<file path="config.mk">
export PLATFORM = sky130hd
export DESIGN_NAME = lcd_msg_arbiter
export DESIGN_NICKNAME = d
export VERILOG_FILES = /design/src/rtl/lcd_msg_arbiter.sv
export SDC_FILE = /design/constraint.sdc
export NUM_CORES = 1
export LEC_CHECK = 0
export ABC_AREA = 1
export CORE_AREA = 5 5 303 305
export CTS_CLUSTER_DIAMETER = 60
export DETAILED_ROUTE_END_ITERATION = 16
export DIE_AREA = 0 0 308 310
export DONT_BUFFER_PORTS = 1
export HOLD_SLACK_MARGIN = 0.03
export MAX_ROUTING_LAYER = met4
export SYNTH_ARGS = -nofsm -noshare
export SYNTH_HDL_FRONTEND = slang
export SYNTH_SLANG_ARGS = --single-unit
</file>
<file path="constraint.sdc">
create_clock -name clk -period 1.9 [get_ports clk]
set_input_delay 0.38 -clock clk [delete_from_list [all_inputs] [get_ports clk]]
set_output_delay 0.38 -clock clk [all_outputs]
set_load 0.03 [all_outputs]
</file>
<file path="src/rtl/lcd_msg_arbiter.sv">
`default_nettype none
// ============================================================================
// lcd_msg_arbiter : round-robin share of one 16x2 LCD driver between A and B
// Revision 1.0
// ============================================================================
module lcd_msg_arbiter #(
    parameter int HOLD_CYCLES = 50_000_000,
    parameter int CNT_W       = 26
) (
    input  logic         clk,
    input  logic         rst_n,
    input  logic         req_a,
    input  logic [127:0] a_line1,
    input  logic [127:0] a_line2,
    input  logic         req_b,
    input  logic [127:0] b_line1,
    input  logic [127:0] b_line2,
    output logic [1:0]   gnt,
    output logic [127:0] lcd_line1,
    output logic [127:0] lcd_line2,
    output logic         lcd_update,
    input  logic         lcd_ready,
    input  logic         lcd_done
);

    localparam logic [1:0] c_IDLE     = 2'd0;
    localparam logic [1:0] c_LOAD     = 2'd1;
    localparam logic [1:0] c_WAIT_LCD = 2'd2;
    localparam logic [1:0] c_HOLD     = 2'd3;

    localparam logic [CNT_W-1:0] c_HOLD_LAST = CNT_W'(HOLD_CYCLES - 1);
    localparam logic [127:0]     c_BLANK     = {16{8'h20}};

    logic [1:0]       state_q, state_d;
    logic [1:0]       gnt_q, gnt_d;
    logic [127:0]     line1_q, line1_d;
    logic [127:0]     line2_q, line2_d;
    logic [CNT_W-1:0] cnt_q, cnt_d;
    logic             last_b_q, last_b_d;

    logic w_pick_b;
    logic w_owner_req;

    // B wins only when A is idle, or on a tie when A owned the display last.
    assign w_pick_b    = req_b & (~req_a | ~last_b_q);
    assign w_owner_req = (gnt_q[0] & req_a) | (gnt_q[1] & req_b);

    always_ff @(posedge clk) begin
        if (!rst_n) begin
            state_q  <= c_IDLE;
            gnt_q    <= 2'b00;
            line1_q  <= c_BLANK;
            line2_q  <= c_BLANK;
            cnt_q    <= '0;
            last_b_q <= 1'b1;
        end else begin
            state_q  <= state_d;
            gnt_q    <= gnt_d;
            line1_q  <= line1_d;
            line2_q  <= line2_d;
            cnt_q    <= cnt_d;
            last_b_q <= last_b_d;
        end
    end

    always_comb begin
        state_d  = state_q;
        gnt_d    = gnt_q;
        line1_d  = line1_q;
        line2_d  = line2_q;
        cnt_d    = cnt_q;
        last_b_d = last_b_q;
        case (state_q)
            c_IDLE: begin
                if (req_a | req_b) begin
                    state_d = c_LOAD;
                    if (w_pick_b) begin
                        gnt_d   = 2'b10;
                        line1_d = b_line1;
                        line2_d = b_line2;
                    end else begin
                        gnt_d   = 2'b01;
                        line1_d = a_line1;
                        line2_d = a_line2;
                    end
                end
            end
            c_LOAD: begin
                if (lcd_ready) begin
                    state_d = c_WAIT_LCD;
                end
            end
            c_WAIT_LCD: begin
                if (lcd_done) begin
                    state_d = c_HOLD;
                    cnt_d   = '0;
                end
            end
            default: begin
                if (cnt_q != c_HOLD_LAST) begin
                    cnt_d = cnt_q + CNT_W'(1);
                end
                if ((cnt_q == c_HOLD_LAST) || !w_owner_req) begin
                    state_d  = c_IDLE;
                    gnt_d    = 2'b00;
                    last_b_d = gnt_q[1];
                end
            end
        endcase
    end

    always_comb begin
        lcd_update = (state_q == c_LOAD);
        gnt        = gnt_q;
        lcd_line1  = line1_q;
        lcd_line2  = line2_q;
    end

endmodule
`default_nettype wire
</file>
### Yosys cells after proc, flatten, opt, wreduce, memory -nomap -nowiden

Cells that the tools add are included.

| operators by class | value |
|---|---|
| add/sub/neg operators | 1 |
| reductions and logical operators | 14 |
| multiplexer cells | 13 |
| equality and inequality tests | 7 |
| bitwise logic cells | 11 |

Operators by type and width:

| cell | number |
|---|---|
| $mux 128 | 2 |
| $mux 26 | 2 |
| $pmux 26 s2 | 1 |
| $add 26x1->26 const B | 1 |
| $eq 26x26->1 const B | 1 |
| $ne 26x26->1 const B | 1 |
| $mux 2 | 6 |
| $pmux 2 s3 | 1 |
| $reduce_and 3->1 | 2 |
| $not 1->1 | 5 |
| $ne 2x2->1 const B | 2 |
| $pmux 2 s2 | 1 |
| $reduce_and 2->1 | 2 |
| $reduce_and 4->1 | 1 |
| $reduce_bool 2->1 | 2 |
| $reduce_bool 4->1 | 1 |
| $reduce_or 2->1 | 2 |
| $and 1x1->1 | 3 |
| $or 1x1->1 | 3 |
| $reduce_or 3->1 | 1 |
| $eq 2x1->1 const B | 1 |
| $eq 2x2->1 const B | 1 |
| $logic_not 2->1 | 1 |
| $ne 2x1->1 const B | 1 |
| 2 further kinds | 2 |

| storage, ports and cells | value |
|---|---|
| register bits | 287 |
| word-level logic and storage cells | 52 |
| output and inout bits | 259 |

### Depth between registers and ports, before layout

| logic depth | value |
|---|---|
| word-level depth | 6 |
| mapped depth | 12 |
| gate-level depth less buffers | 12 |

### Worst setup path after synthesis

Ideal clock, no wire load.

| timing path | value |
|---|---|
| path kind | reg2reg |
| start | register state_q[1] |
| end | register cnt_q[2] |
| arrival | 1.527 ns |
| slack | 0.253 ns |
| stages on the path, launching flop included | 8 |
| setup time | 0.119 ns |
| path through | dfxtp_1 inv_1 ha_1 nor3_4 buf_2 nand2_1 o21ai_0 a21oi_1 |

| on the way | value |
|---|---|
| cells in the longest elaborated chain, start to end | 4 |

RTL lines:

| item | RTL line | source |
|---|---|---|
| from (decl) | 34 | `logic [1:0] state_q, state_d;` |
| from (signal assigned) | 50 | `state_q <= c_IDLE;` |
| from (signal assigned) | 57 | `state_q <= state_d;` |
| $eq 2x1->1 (*) | n/a |  |
| named net lcd_update | 21 | `output logic lcd_update,` |
| $reduce_or 2->1 (no source line) (*) | n/a |  |
| $not 1->1 (no source line) | n/a |  |
| $reduce_and 3->1 (no source line) | n/a |  |
| to (signal assigned) | 61 | `cnt_q <= cnt_d;` |
| to (decl) | 38 | `logic [CNT_W-1:0] cnt_q, cnt_d;` |

Mark *: on every way through the listed nets, which the timed path passes. The rest lies on a longest branch.
A chain may end at the register's enable or synchronous reset.

### Worst setup path after layout

| timing path | value |
|---|---|
| start | register state_q[0] |
| end | register line2_q[111], in the netlist lcd_line2[111] |

| on the way | value |
|---|---|
| cells in the longest elaborated chain, start to end | 2 |

RTL lines:

| item | RTL line | source |
|---|---|---|
| $logic_not 2->1 | 73 | `case (state_q)` |
| $reduce_and 2->1 (no source line) | n/a |  |
| to (signal assigned) | 53 | `line2_q <= c_BLANK;` |
| to (signal assigned) | 60 | `line2_q <= line2_d;` |
| to (decl) | 37 | `logic [127:0] line2_q, line2_d;` |

Every way passes these cells.

==> summary.md <==
| Metric | Value |
|---|---|
| Int Power | 16.5 mW |
| Crit path required time | between 2 and 2.5 ns |
| Commonest non-fill, non-tap cell in the layout | nand2_1 |
| RSZ-0062 raised after global routing | yes |
| Hold Path Class | input port to flop |
| Library cells used by synthesis | 32 |
| Max-Cap Viols | 0 |
| Period Utilization, post-route | 96.5% |
| Worst EP arrival | 2.32 ns |
| Clock-pin slew on the worst setup and hold paths | 0.06 ns |
| Die area | roughly 0.095 mm² |
| M2 GR Usage | 20.9% |
| Top post-synthesis cells by area | dfxtp_1 (45%), nand2_1 (16%), o21ai_0 (12%), a31oi_1 (11%), clkbuf_1 (2.7%) |
| Avg WL per Cell | 20.1 µm |
| GP Congestion | 0.932 |
| Iter 0 DRT Violations | 1,911 |
| Setup ws final | 0.0673 ns |
| Design area | 0.0209 mm² |
| Clk sinks | 287 |
| Area growth, synth to finish | 65.6% |
| Status | complete, no violations |
| Max-slew violations | 0 |
| Hold Fails Final Rpt | 0 |
| Worst-Margin Slew | approximately 0.60 ns |
| Total CTS buffers | 36 |
| Logic pwr share | a little under a third |
| IO Port Bufs | 0 |
| FP Rows | 110 |
| Register area share after synthesis | 45.5% |
| DP Worst Slack | 0.00392 ns |
| Footprint of the multi-input gates | just over 0.006 mm² |
| Yosys warning total | 0 |
| Via/cell ratio | 4.49 |
| CP Max Fanout | 25 |
| Sequential standard cell area | 0.00575 mm² |
| Via Count | 15,600 |
| GR Overflow Total | 0 |
| Slew HR | between 60% and 70% |
| Number of synthesized register bits | 287 |
| Setup-failing EPs final | 0 |
| Initial Util | 14.2% |
| R2R Setup Slk | approximately 0.067 ns |
| Top-area cell type share of the netlist area | between 40% and 50% |
| Die width | 308 µm |
| Sequential share of power | 44.5% |
| Die Span Y | between 300 and 400 µm |
| Pin count of the biggest net entering global routing | 141 |
| Crit start category | flop |
| Post-synthesis cell area | 0.0126 mm² |
| Most used routing layer | met2 |
| Clock power frac | 24.0% |
| GRT Util Overall | approximately 13% |
| Met3 GRT Util | about 4.7% |
| Pwr dens | between 1000 and 1500 mW/mm² |
| Met1 Usage GRT | between 10% and 20% |
| CTS tree | built |
| Placeable Area | 0.0890 mm² |
| Root Driver | clkbuf_16 |
| Maximum root-to-sink buffer count | 3 |
| Dpl cell area | 0.0145 mm² |
| Filler Cell Count | 9,457 |
| Switching power | roughly 14 mW |
| Ports | 777 |
| Min Tclk post-route | 1.83 ns |
| FMAX | around 0.55 GHz |
| Syn Area/Cell | between 7 and 8 µm² |
| Share of cells above drive strength 1 | 9.58% |
| H-tree Lvls | 2 |
| Vias in the first global route | about 15,000 |
| Worst-skew pair later-pin latency | 0.56 ns |
| Initial antenna violation count | 6 |
| Gate Count Post-Synth | between 1,500 and 2,000 |
| Crit Path Class | flop to flop |
| Routed Antenna Nets | 0 |
| Final nets | 2,785 |
| Lkg Pwr | 7.98 nW |
| CP Capture Type | flop |
| First-pass DRT Iterations | 6 |
| Cell taking the most area after synthesis | dfxtp_1 |
| Sw Ratio | 46.5% |
| # DRC | 0 |
| DP Wirelength | 45.6 mm |
| Tot Pwr | 30.9 mW |
| Largest vdd supply drop | 930 µV |
| Commonest cells after routing, fill and taps aside | nand2_1 (549), dlygate4sd3_1 (492), o21ai_0 (291) |
| First-pass GRT wire length | 95.7 mm |
| Clk_skew | around 0.021 ns |
| Post-Route WL | around 70 mm |
| Post-synthesis net count | 2,281 |
layout make-up:
type / count / area share [%]
Multi-Input combinational cell: 1279 / 29.2
Clock buffer: 48 / 5.01
Timing Repair Buffer: 613 / 29.3
Tap cell: 1176 / 7.03
Sequential cell: 287 / 27.5
Antenna cell: 6 / 0.0718
Inverter: 45 / 0.855
Clock inverter: 15 / 1.07
path summary, 6_finish.rpt:
path | end | depth (start not counted) | start
setup / recovery | lcd_line2[111]$_SDFFE_PN0P_ | 9 | state_q[0]$_SDFFE_PN0P_
hold reg to reg | last_b_q$_SDFFE_PN1P_ | 2 | last_b_q$_SDFFE_PN1P_
setup reg to reg | lcd_line2[111]$_SDFFE_PN0P_ | 9 | state_q[0]$_SDFFE_PN0P_
hold / removal | lcd_line1[75]$_SDFFE_PN0P_ | 2 | b_line1[75]
metal layers:
| layer | share of wire [%] | up-vias |
|---|---|---|
| li1 | - | 7028 |
| met1 | 38 | 7174 |
| met2 | 45 | 1144 |
| met3 | 11 | 217 |
| met4 | 5.6 | 0 |
| met5 | 0 | - |
critical path: stages, from the launching register on:
cell	delay [ns]
dfxtp_1	0.34
inv_2	0.09
ha_4	0.16
inv_2	0.06
a21oi_4	0.14
buf_4	0.14
buf_12	0.18
buf_4	0.28
o21ai_0	0.12
a31oi_1	0.20
through the flow:
step | hold slack (ns) | setup TNS, ns | utilization (%) | instances
after floorplan | 0.428 | 0 | - | 1758
after global placement | 0.445 | 0 | 16.2 | 2895
after detailed placement | 0.455 | 0 | 16.2 | 2895
after CTS | 0.0306 | 0 | 23.2 | 3451
after global routing | 0.0455 | -0.0902 | 23.5 | 3466
final | 0.104 | 0 | 23.5 | 3469
state kept, by name, indices dropped and copies added (netlist names):
name	count
cnt_q	26
lcd_line2	128
gnt	2
lcd_line1	128
last_b_q	1
state_q	2
power groups by stage:
stage	Clock (mW)	Sequential [mW]	Combinational, mW
6_report	7.42	13.7	9.73
5_1_grt	7.89	13.9	10.6
4_1_cts	7.65	13.7	8.83
3_5_place_dp	0	13.8	7.93
3_3_place_gp	0	13.8	7.81
2_1_floorplan	0	13.3	4.56
synth_stat cells:
cell type and count:
buf_2 46, nor2_4 3, xor2_1 8, ha_1 5, o21ai_1 2, nand3_1 21, buf_6 3, clkbuf_1 90
dfxtp_1 287, inv_4 1, a21oi_2 11, a21oi_1 42, nor3_1 6, a31oi_1 224, o21bai_1 3, nand2_2 1
nand3_4 1, buf_1 7, nor2_1 89, nand3_2 2, o21ai_0 292, nand2_4 1, nand2_1 550, inv_2 5
nand4_1 11, buf_4 1, nor2_2 3, or2_1 1, a211oi_1 1, nor3_4 1, a22o_1 1, inv_1 39
cells by family after synthesis:
kind of cell / count (synthesis) / synth area share (%)
buf+inv: 192 / 6.39
compound gates: 576 / 25.5
fa+ha+maj: 5 / 0.495
flops: 287 / 45.5
xor+xnor: 8 / 0.555
simple gates: 690 / 21.6
repair_timing:
action | CTS | global route
hold buffers | 493 | 0
setup buffers | 0 | 7
resized for setup | 1 | 11
endpoints found under the setup margin | 1 | 205
gates cloned | 0 | 5
endpoints found under the hold margin | 262 | 0
Note: power is estimated with default switching activity, not from simulation.
